**src/rtl/scan_program_sequencer.sv**
```systemverilog
// scan_program_sequencer
//
// Runs one load-and-run session of the accumulator microcontroller:
// it takes a program/state image as a byte stream, shifts it MSB first
// into the microcontroller scan chain, then enables the core until it
// halts or the watchdog expires, counting execution cycles.
//
// Parameters:
//   CHAIN_LEN       scan chain length in bits (non-zero multiple of 8)
//   MAX_RUN_CYCLES  watchdog limit on RUN cycles (1..65535)
//
// Ports:
//   clk, rst                    clock, synchronous active-high reset
//   start, abort                session control pulses (abort wins)
//   in_data/in_valid/in_ready   image byte stream handshake
//   uc_scan_enable/uc_scan_in   scan chain drive
//   uc_scan_out                 scan chain return (readback only)
//   uc_proc_en, uc_halt         core enable / halt status
//   busy, done, timeout         session status (timeout sticky)
//   run_cycles                  RUN cycles of the last/current session
//   rd_data, rd_valid           readback of the previous chain contents
//
// Optional feature macro: SCAN_READBACK_EN builds the readback capture
// path; without it rd_data/rd_valid are tied to zero.

module scan_program_sequencer #(
    parameter int CHAIN_LEN      = 288,
    parameter int MAX_RUN_CYCLES = 4096
) (
    input  logic        clk,
    input  logic        rst,
    input  logic        start,
    input  logic        abort,
    input  logic [7:0]  in_data,
    input  logic        in_valid,
    output logic        in_ready,
    output logic        uc_scan_enable,
    output logic        uc_scan_in,
    input  logic        uc_scan_out,
    output logic        uc_proc_en,
    input  logic        uc_halt,
    output logic        busy,
    output logic        done,
    output logic        timeout,
    output logic [15:0] run_cycles,
    output logic [7:0]  rd_data,
    output logic        rd_valid
);

    localparam int CW_MIN = $clog2(CHAIN_LEN + 1);
    localparam int CW     = (CW_MIN > 9) ? CW_MIN : 9;

    localparam logic [CW-1:0] LAST_BIT  = CW'(CHAIN_LEN - 1);
    localparam logic [CW-1:0] CHAIN_BITS = CW'(CHAIN_LEN);
    localparam logic [15:0]   LAST_RUN  = 16'(MAX_RUN_CYCLES - 1);

    typedef enum logic [1:0] {
        S_IDLE,
        S_LOAD,
        S_RUN,
        S_DONE
    } state_t;

    state_t          state;
    logic [7:0]      shreg;      // remaining bits of the byte in flight, MSB next
    logic [2:0]      bits_left;  // bits still to present after the current one
    logic [CW-1:0]   bit_cnt;    // bits consumed by the chain this session
    logic [CW-1:0]   acc_cnt;    // bits accepted from the byte stream this session

    logic accept;
    logic room;
    logic last_shift;

    assign accept     = (state == S_LOAD) && in_valid && in_ready;
    // More bytes are still owed to the chain.
    assign room       = (acc_cnt != CHAIN_BITS);
    // The edge that consumes the final chain bit.
    assign last_shift = uc_scan_enable && (bits_left == 3'd0) && (bit_cnt == LAST_BIT);

    always_ff @(posedge clk) begin
        if (rst) begin
            state          <= S_IDLE;
            shreg          <= '0;
            bits_left      <= '0;
            bit_cnt        <= '0;
            acc_cnt        <= '0;
            in_ready       <= 1'b0;
            uc_scan_enable <= 1'b0;
            uc_scan_in     <= 1'b0;
            uc_proc_en     <= 1'b0;
            busy           <= 1'b0;
            done           <= 1'b0;
            timeout        <= 1'b0;
            run_cycles     <= '0;
        end else if (abort) begin
            // run_cycles and timeout are deliberately held.
            state          <= S_IDLE;
            bits_left      <= '0;
            in_ready       <= 1'b0;
            uc_scan_enable <= 1'b0;
            uc_scan_in     <= 1'b0;
            uc_proc_en     <= 1'b0;
            busy           <= 1'b0;
            done           <= 1'b0;
        end else begin
            case (state)
                S_IDLE, S_DONE: begin
                    if (start) begin
                        state      <= S_LOAD;
                        bit_cnt    <= '0;
                        acc_cnt    <= '0;
                        bits_left  <= '0;
                        run_cycles <= '0;
                        timeout    <= 1'b0;
                        in_ready   <= 1'b1;
                        busy       <= 1'b1;
                        done       <= 1'b0;
                    end
                end

                S_LOAD: begin
                    if (accept) begin
                        // Bit 7 goes out now; bits 6..0 wait in shreg.
                        shreg          <= {in_data[6:0], 1'b0};
                        uc_scan_in     <= in_data[7];
                        uc_scan_enable <= 1'b1;
                        bits_left      <= 3'd7;
                        acc_cnt        <= acc_cnt + CW'(8);
                        in_ready       <= 1'b0;
                    end else if (uc_scan_enable && (bits_left != 3'd0)) begin
                        uc_scan_in <= shreg[7];
                        shreg      <= {shreg[6:0], 1'b0};
                        bits_left  <= bits_left - 3'd1;
                        // Open the handshake during the 8th shift cycle so
                        // back-to-back bytes leave no gap.
                        in_ready   <= (bits_left == 3'd1) && room;
                    end else if (uc_scan_enable) begin
                        uc_scan_enable <= 1'b0;
                        uc_scan_in     <= 1'b0;
                        in_ready       <= room;
                    end else begin
                        in_ready <= room;
                    end

                    if (uc_scan_enable) begin
                        bit_cnt <= bit_cnt + CW'(1);
                    end

                    if (last_shift) begin
                        state      <= S_RUN;
                        uc_proc_en <= 1'b1;
                        in_ready   <= 1'b0;
                    end
                end

                S_RUN: begin
                    if (run_cycles != 16'hFFFF) begin
                        run_cycles <= run_cycles + 16'd1;
                    end
                    if (uc_halt) begin
                        state      <= S_DONE;
                        uc_proc_en <= 1'b0;
                        busy       <= 1'b0;
                        done       <= 1'b1;
                    end else if (run_cycles == LAST_RUN) begin
                        state      <= S_DONE;
                        uc_proc_en <= 1'b0;
                        busy       <= 1'b0;
                        done       <= 1'b1;
                        timeout    <= 1'b1;
                    end
                end

                default: begin
                    state <= S_IDLE;
                end
            endcase
        end
    end

`ifdef SCAN_READBACK_EN
    logic [7:0] cap;
    logic [2:0] cap_cnt;

    // The bit present on uc_scan_out at a shift edge is the one leaving
    // the chain, so eight consecutive samples form one old chain byte.
    always_ff @(posedge clk) begin
        if (rst) begin
            cap      <= '0;
            cap_cnt  <= '0;
            rd_data  <= '0;
            rd_valid <= 1'b0;
        end else if (abort) begin
            cap_cnt  <= '0;
            rd_valid <= 1'b0;
        end else begin
            rd_valid <= 1'b0;
            if (uc_scan_enable) begin
                cap     <= {cap[6:0], uc_scan_out};
                cap_cnt <= cap_cnt + 3'd1;
                if (cap_cnt == 3'd7) begin
                    rd_data  <= {cap[6:0], uc_scan_out};
                    rd_valid <= 1'b1;
                end
            end
        end
    end
`else
    logic unused_scan_out;
    assign unused_scan_out = uc_scan_out;
    assign rd_data         = '0;
    assign rd_valid        = 1'b0;
`endif

endmodule

```
**config.mk**
```make
export PLATFORM = sky130hd
export DESIGN_NAME = scan_program_sequencer
export DESIGN_NICKNAME = d
export VERILOG_FILES = /design/src/rtl/scan_program_sequencer.sv
export SDC_FILE = /design/constraint.sdc
export NUM_CORES = 1
export LEC_CHECK = 0
export CAP_MARGIN = 20
export CORE_UTILIZATION = 50
export CTS_CLUSTER_SIZE = 25
export DETAILED_ROUTE_END_ITERATION = 16
export GPL_TIMING_DRIVEN = 0
export PLACE_DENSITY = 0.86
export SYNTH_ARGS = -nofsm -noshare
export SYNTH_HDL_FRONTEND = slang
export SYNTH_SLANG_ARGS = --single-unit
```
**constraint.sdc**
```tcl
create_clock -name clk -period 2.39 [get_ports clk]
set_input_delay 0.239 -clock clk [delete_from_list [all_inputs] [get_ports clk]]
set_output_delay 0.239 -clock clk [all_outputs]
set_load 0.05 [all_outputs]
```
# Word-level counts from Yosys, hierarchy flattened
# Index checks and enable logic that the tools add are counted.
# word_totals
reg_bits,54
wordCells,104
output_inout_bits,32
inputBits,15
# op_classes
n_addsub,4
n_eq_ne,18
n_bitwise,1
n_reduce_logical,28
mux,40
# op_table
cell,n
case mux 9 bit (2 select lines),2
2-to-1 mux 16 bit,2
case mux 16 bit (2 select lines),1
2-to-1 mux 9 bit,3
adder 16 x 1 -> 16 bit (second input constant),1
== test 16 x 12 -> 1 bit (second input constant),1
2-to-1 mux 1 bit,16
2-to-1 mux 8 bit,2
inequality test 16 bit (second input constant),1
inequality test 2 bit (second input constant),8
AND reduction 3 bit,5
AND reduction 4 bit,3
case mux 1 bit (2 select lines),5
adder 9 x 1 -> 9 bit (second input constant),1
adder 9 x 4 -> 9 bit (second input constant),1
== test 9 bit (second input constant),1
2-to-1 mux 3 bit,3
inequality test 9 bit (second input constant),1
2-to-1 mux 2 bit,4
nonzero test 2 bit,4
logical AND 1 bit,6
case mux 2 bit (3 select lines),1
case mux 3 bit (2 select lines),1
AND reduction 2 bit,3
12 further kinds,15

# Longest topological paths before layout
# Gate-level depths: netlist of run 1.
# logic_depth
ltp_word,6
depth_mapped,9
depth_no_buf,8

# Least setup slack after synthesis of run 1
# No wires, ideal clock.
# synth_timing
path_type,register -> register
start,register run_cycles[0]
end,register state[0]
period_less_slack_ps,2123
stages_incl_launch_ff,7
path_slack_ps,267
path_buffers,0
setup_ps,87
arrival_time_ps,2035
required_time_ps,2303
path_cell_list,dfxtp_1 -> ha_1 -> nand3_1 -> nor4_4 -> o21ai_2 -> a2111o_1 -> o31ai_1
# synth_via
elab_chain_cells,3
# synth_lines
element,line_no,rtl
from (decl),45,"output logic [15:0] run_cycles,"
from (signal assigned),158,run_cycles <= run_cycles + 16'd1;
== test 16 x 12 -> 1 bit,165,end else if (run_cycles == LAST_RUN) begin
inequality test 3 bit (no line),--,
AND reduction 3 bit (no line),--,
to (signal assigned),161,state <= S_DONE;
to (signal assigned),166,state <= S_DONE;
to (signal assigned),175,state <= S_IDLE;
to (decl),64,state_t state;
# No other way between the ends.
# A chain may end at the register's enable or synchronous reset.

# Worst setup path after layout of run 1
# layout_timing
start,register state[0]
end,register acc_cnt[5]
# layout_via
elab_chain_cells,5
word_cells_on_any_way,11
cone_classes,eq/ne: 4; mux: 1; reduce/logical: 6
# layout_lines
element,line_no,rtl
from (signal assigned),82,state <= S_IDLE;
from (signal assigned),97,state <= S_IDLE;
from (signal assigned),109,state <= S_LOAD;
== test 2 x 1 -> 1 bit,"74, 106",
logical AND 1 bit (2 in a row),74,assign accept = (state == S_LOAD) && in_valid && in_ready;
inequality test 2 bit (no line),--,
AND reduction 4 bit (no line),--,
to (signal assigned),128,acc_cnt <= acc_cnt + CW'(8);
to (decl),68,logic [CW-1:0] acc_cnt;
# Several ways; a longest one is shown, not always the timed one.

==> flow_summary.yaml, run 1 <==
finish:
  area_growth_pct: 22.1
  final_layout_size_suffix_gt1_share_pct: 10.3
  antenna_cells: 0
  instances_no_fill: 419
  fin_util_pct: 63.3
  nets: 374
power_and_ir_drop:
  intPower_mw: 1.15
  p_sw_share_pct: 27.2
  p_leak_nw: 1.14
  pwr-share-comb_pct: 15.0
  p_clk_share_pct: 31.0
  peakVddDrop_mv: 0.346
  switchingPower_mw: 0.430
  powerDensity_nw_per_um2: 493
  seqPwrFrac_pct: 54.0
floorplanning:
  die_w_um: 74.5
  core_area_sq_um: 5070
  die_area_sq_um: 5560
  die_h_um: 74.5
  io_pins: 47
  rows: 26
  start_util_pct: 51.8
min_path:
  hp-class: "register to register"
synth:
  synth_top_area_share_pct: 38.0
  synth_seq_area_share_pct: 38.0
  synth_edf_count: 0
  synth_top_cells_by_count: "51 x nor2_1, 50 x dfxtp_1, 18 x a21oi_1"
  ys_types: 53
  synthCells: 299
  ys_ff_latch: 50
  synthTopCellsByArea: "dfxtp_1 38%, nor2_1 7.3%, xor2_1 5.7%, ha_1 4.3%, xnor2_1 3.7%"
  yosysMostFrequentCell: "nor2_1"
  async_flop_share_pct: 0
  yosys_warnings: 0
  syn_area_sq_um: 2630
  avgSynthCellArea_sq_um: 8.80
  yosysTopAreaCell: "dfxtp_1"
  synth_flop_cell: "dfxtp_1"
cts:
  cts_root_buffer: "clkbuf_8"
  cts_inserted_buffers: 5
  clock_path_buffers: 2
  insertion_delay_ns: 0.31
  clkTransAtPathRegs_ns: 0.08
  clock_sinks: 50
  cts_tree: "built"
  htreeDepth: 2
timing:
  clock_skew_ns: 0.00744
  hold_viol_final: 0
  setup_viol: 0
  finalMaxSlewViolations: 0
  fin_crit_sh_pct: 96.0
  timing.hold.ws_ns: 0.474
  worstMarginPinSlew_ns: 0.763
  fmaxAchievable_ghz: 0.436
  period_minus_slack_ns: 2.29
  maxSlewHeadroom_pct: 48.8
drt:
  drt_wl_total_um: 5580
  avgRoutedWirePerCell_um: 13.3
  post-route-drc-count: 0
  vias: 2242
  dr.pass1.iters: 5
  ant_nets: 0
  drtIter0Drc: 92
  vias_per_cell: 5.35
setup_path:
  crit_path_start_kind: "register"
  cp_cell_sequence: "inv_1, ha_1, buf_2, mux2i_1, nor2_1, a21o_1, clkbuf_1, nor2_1"
  crit_fanout: 10
  critPathKind: "register to register"
  endpoint_kind: "register"
  crit_arrival_ns: 2.53
  crit_top_cell: "nor2_1"
  max_stage_delay_ns: 0.53
  required_ns: 2.63
  cp_slowest_cell: "mux2i_1"
grt:
  first_global_vias: 2085
  grt_pass1_wl_um: 9140
  grtUsageTotal_pct: 21.5
  gr-total-overflow: 0
  grt_max_degree: 14
  antenna_found_initial: 0
placed_design:
  hpwl_um: 4130
  portBuffers: 36
  place_congestion: 0.855
  place_inst: 413
run_status:
  status: "finished clean"
run:
  cap_violations: 0
flip-flops by register name, indices dropped and copies added, names as in the netlist:
signal	count
bits_left	3
run_cycles	16
timeout	1
busy	1
bit_cnt	9
shreg	7
state	2
done	1
in_ready	1
uc_scan_enable	1
uc_proc_en	1
uc_scan_in	1
acc_cnt	6
path summary, 6_finish.rpt:
check,cells after the start,to,slack (ns),start
worst max-delay path,8,acc_cnt[5]$_SDFFE_PP0P_,0.1,state[0]$_SDFFE_PP0P_
worst min-delay path,2,shreg[1]$_SDFFE_PP0P_,0.47,shreg[1]$_SDFFE_PP0P_
worst max register to register,8,acc_cnt[5]$_SDFFE_PP0P_,0.1,state[0]$_SDFFE_PP0P_
worst min register to register,2,shreg[1]$_SDFFE_PP0P_,0.47,shreg[1]$_SDFFE_PP0P_
layer usage:
layer / GRT usage, % / wire length, um
met1: 25.1 / 2470
met4: 7.97 / 68
met2: 37.7 / 2780
met5: 0 / 0
met3: 5.56 / 263
final cells by class:
cell class	count	area [sq um]
buffer	19	114
clock buffer	6	82.6
fill	456	1860
inverter	10	37.5
multi-input combinational	228	1530
sequential	50	1000
tap	70	87.6
timing repair buffer	36	360
repair_timing:
| action | CTS | global route |
|---|---|---|
| gates resized for setup | 0 | 4 |
| setup endpoints to repair | 0 | 15 |
| buffers inserted | 0 | 0 |
| hold buffers | 0 | 0 |
cells in the final DEF (no fill, tap or decap), drive strengths merged, types with 2 or more instances in the layout:
cell type	instances
dfxtp	50
ha	9
a2111oi	2
nor2b	6
o21ai	2
and3	6
nor3	4
and2	3
a21oi	18
nand3	12
a211oi	12
buf	14
inv	10
xnor2	11
nand2	12
conb	9
nor2	52
nor4	4
clkdlybuf4s50	36
mux2i	8
xor2	17
nand4	14
a311oi	2
clkbuf	11
nand2b	7
or2	2
kinds of logic (layout without fill, tap and decap cells):
kind of cell,after synthesis,count (layout),synth area share [%]
simple gates,126,126,25.4
flops,50,50,38.0
compound gates,48,48,14.1
buf+inv,29,71,5.66
xor+xnor,28,28,9.32
fa+ha+maj,9,9,4.28
mux,8,8,3.04
other cells,1,9,0.143
worst max-delay path, delay by kind of cell, from the launching register on:
family,cells,cell delay (ns)
flip-flops,1,0.37
multiplexers,1,0.53
adder cells (fa/ha/maj),1,0.29
buffers and inverters,3,0.50
AND/OR/NAND/NOR,2,0.29
AO/OA/AOI/OAI,1,0.24
power groups by stage:
| stage | clock [mW] | combinational, mW | sequential [mW] |
|---|---|---|---|
| 2_1_floorplan | 0 | 0.154 | 0.887 |
| 3_3_place_gp | 0 | 0.226 | 0.874 |
| 6_report | 0.491 | 0.238 | 0.855 |
| 4_1_cts | 0.499 | 0.232 | 0.855 |
| 3_5_place_dp | 0 | 0.230 | 0.875 |
| 5_1_grt | 0.536 | 0.261 | 0.857 |
per-stage QoR:
stage          TNS, ns  cell area, sq um  total power [mW]  setup slack (ns)
2_1_floorplan        0              2660              1.04             0.267
3_3_place_gp         0              3110              1.10             0.208
3_5_place_dp         0              3110              1.10             0.177
4_1_cts              0              3190              1.59             0.119
5_1_grt         -0.153              3210              1.65           -0.0322
6_report             0              3210              1.58            0.0966
No activity file was read; power rests on OpenSTA's default activity.
==> run 2, diff against run 1 <==
--- a/config.mk
+++ b/config.mk
@@ -7,6 +7,7 @@
 export LEC_CHECK = 0
 export CAP_MARGIN = 20
 export CORE_UTILIZATION = 50
+export CTS_CLUSTER_DIAMETER = 120
 export CTS_CLUSTER_SIZE = 25
 export DETAILED_ROUTE_END_ITERATION = 16
 export GPL_TIMING_DRIVEN = 0
==> results of run 2 <==
No change in the layout: final DEF, timing and power equal those of run 1.
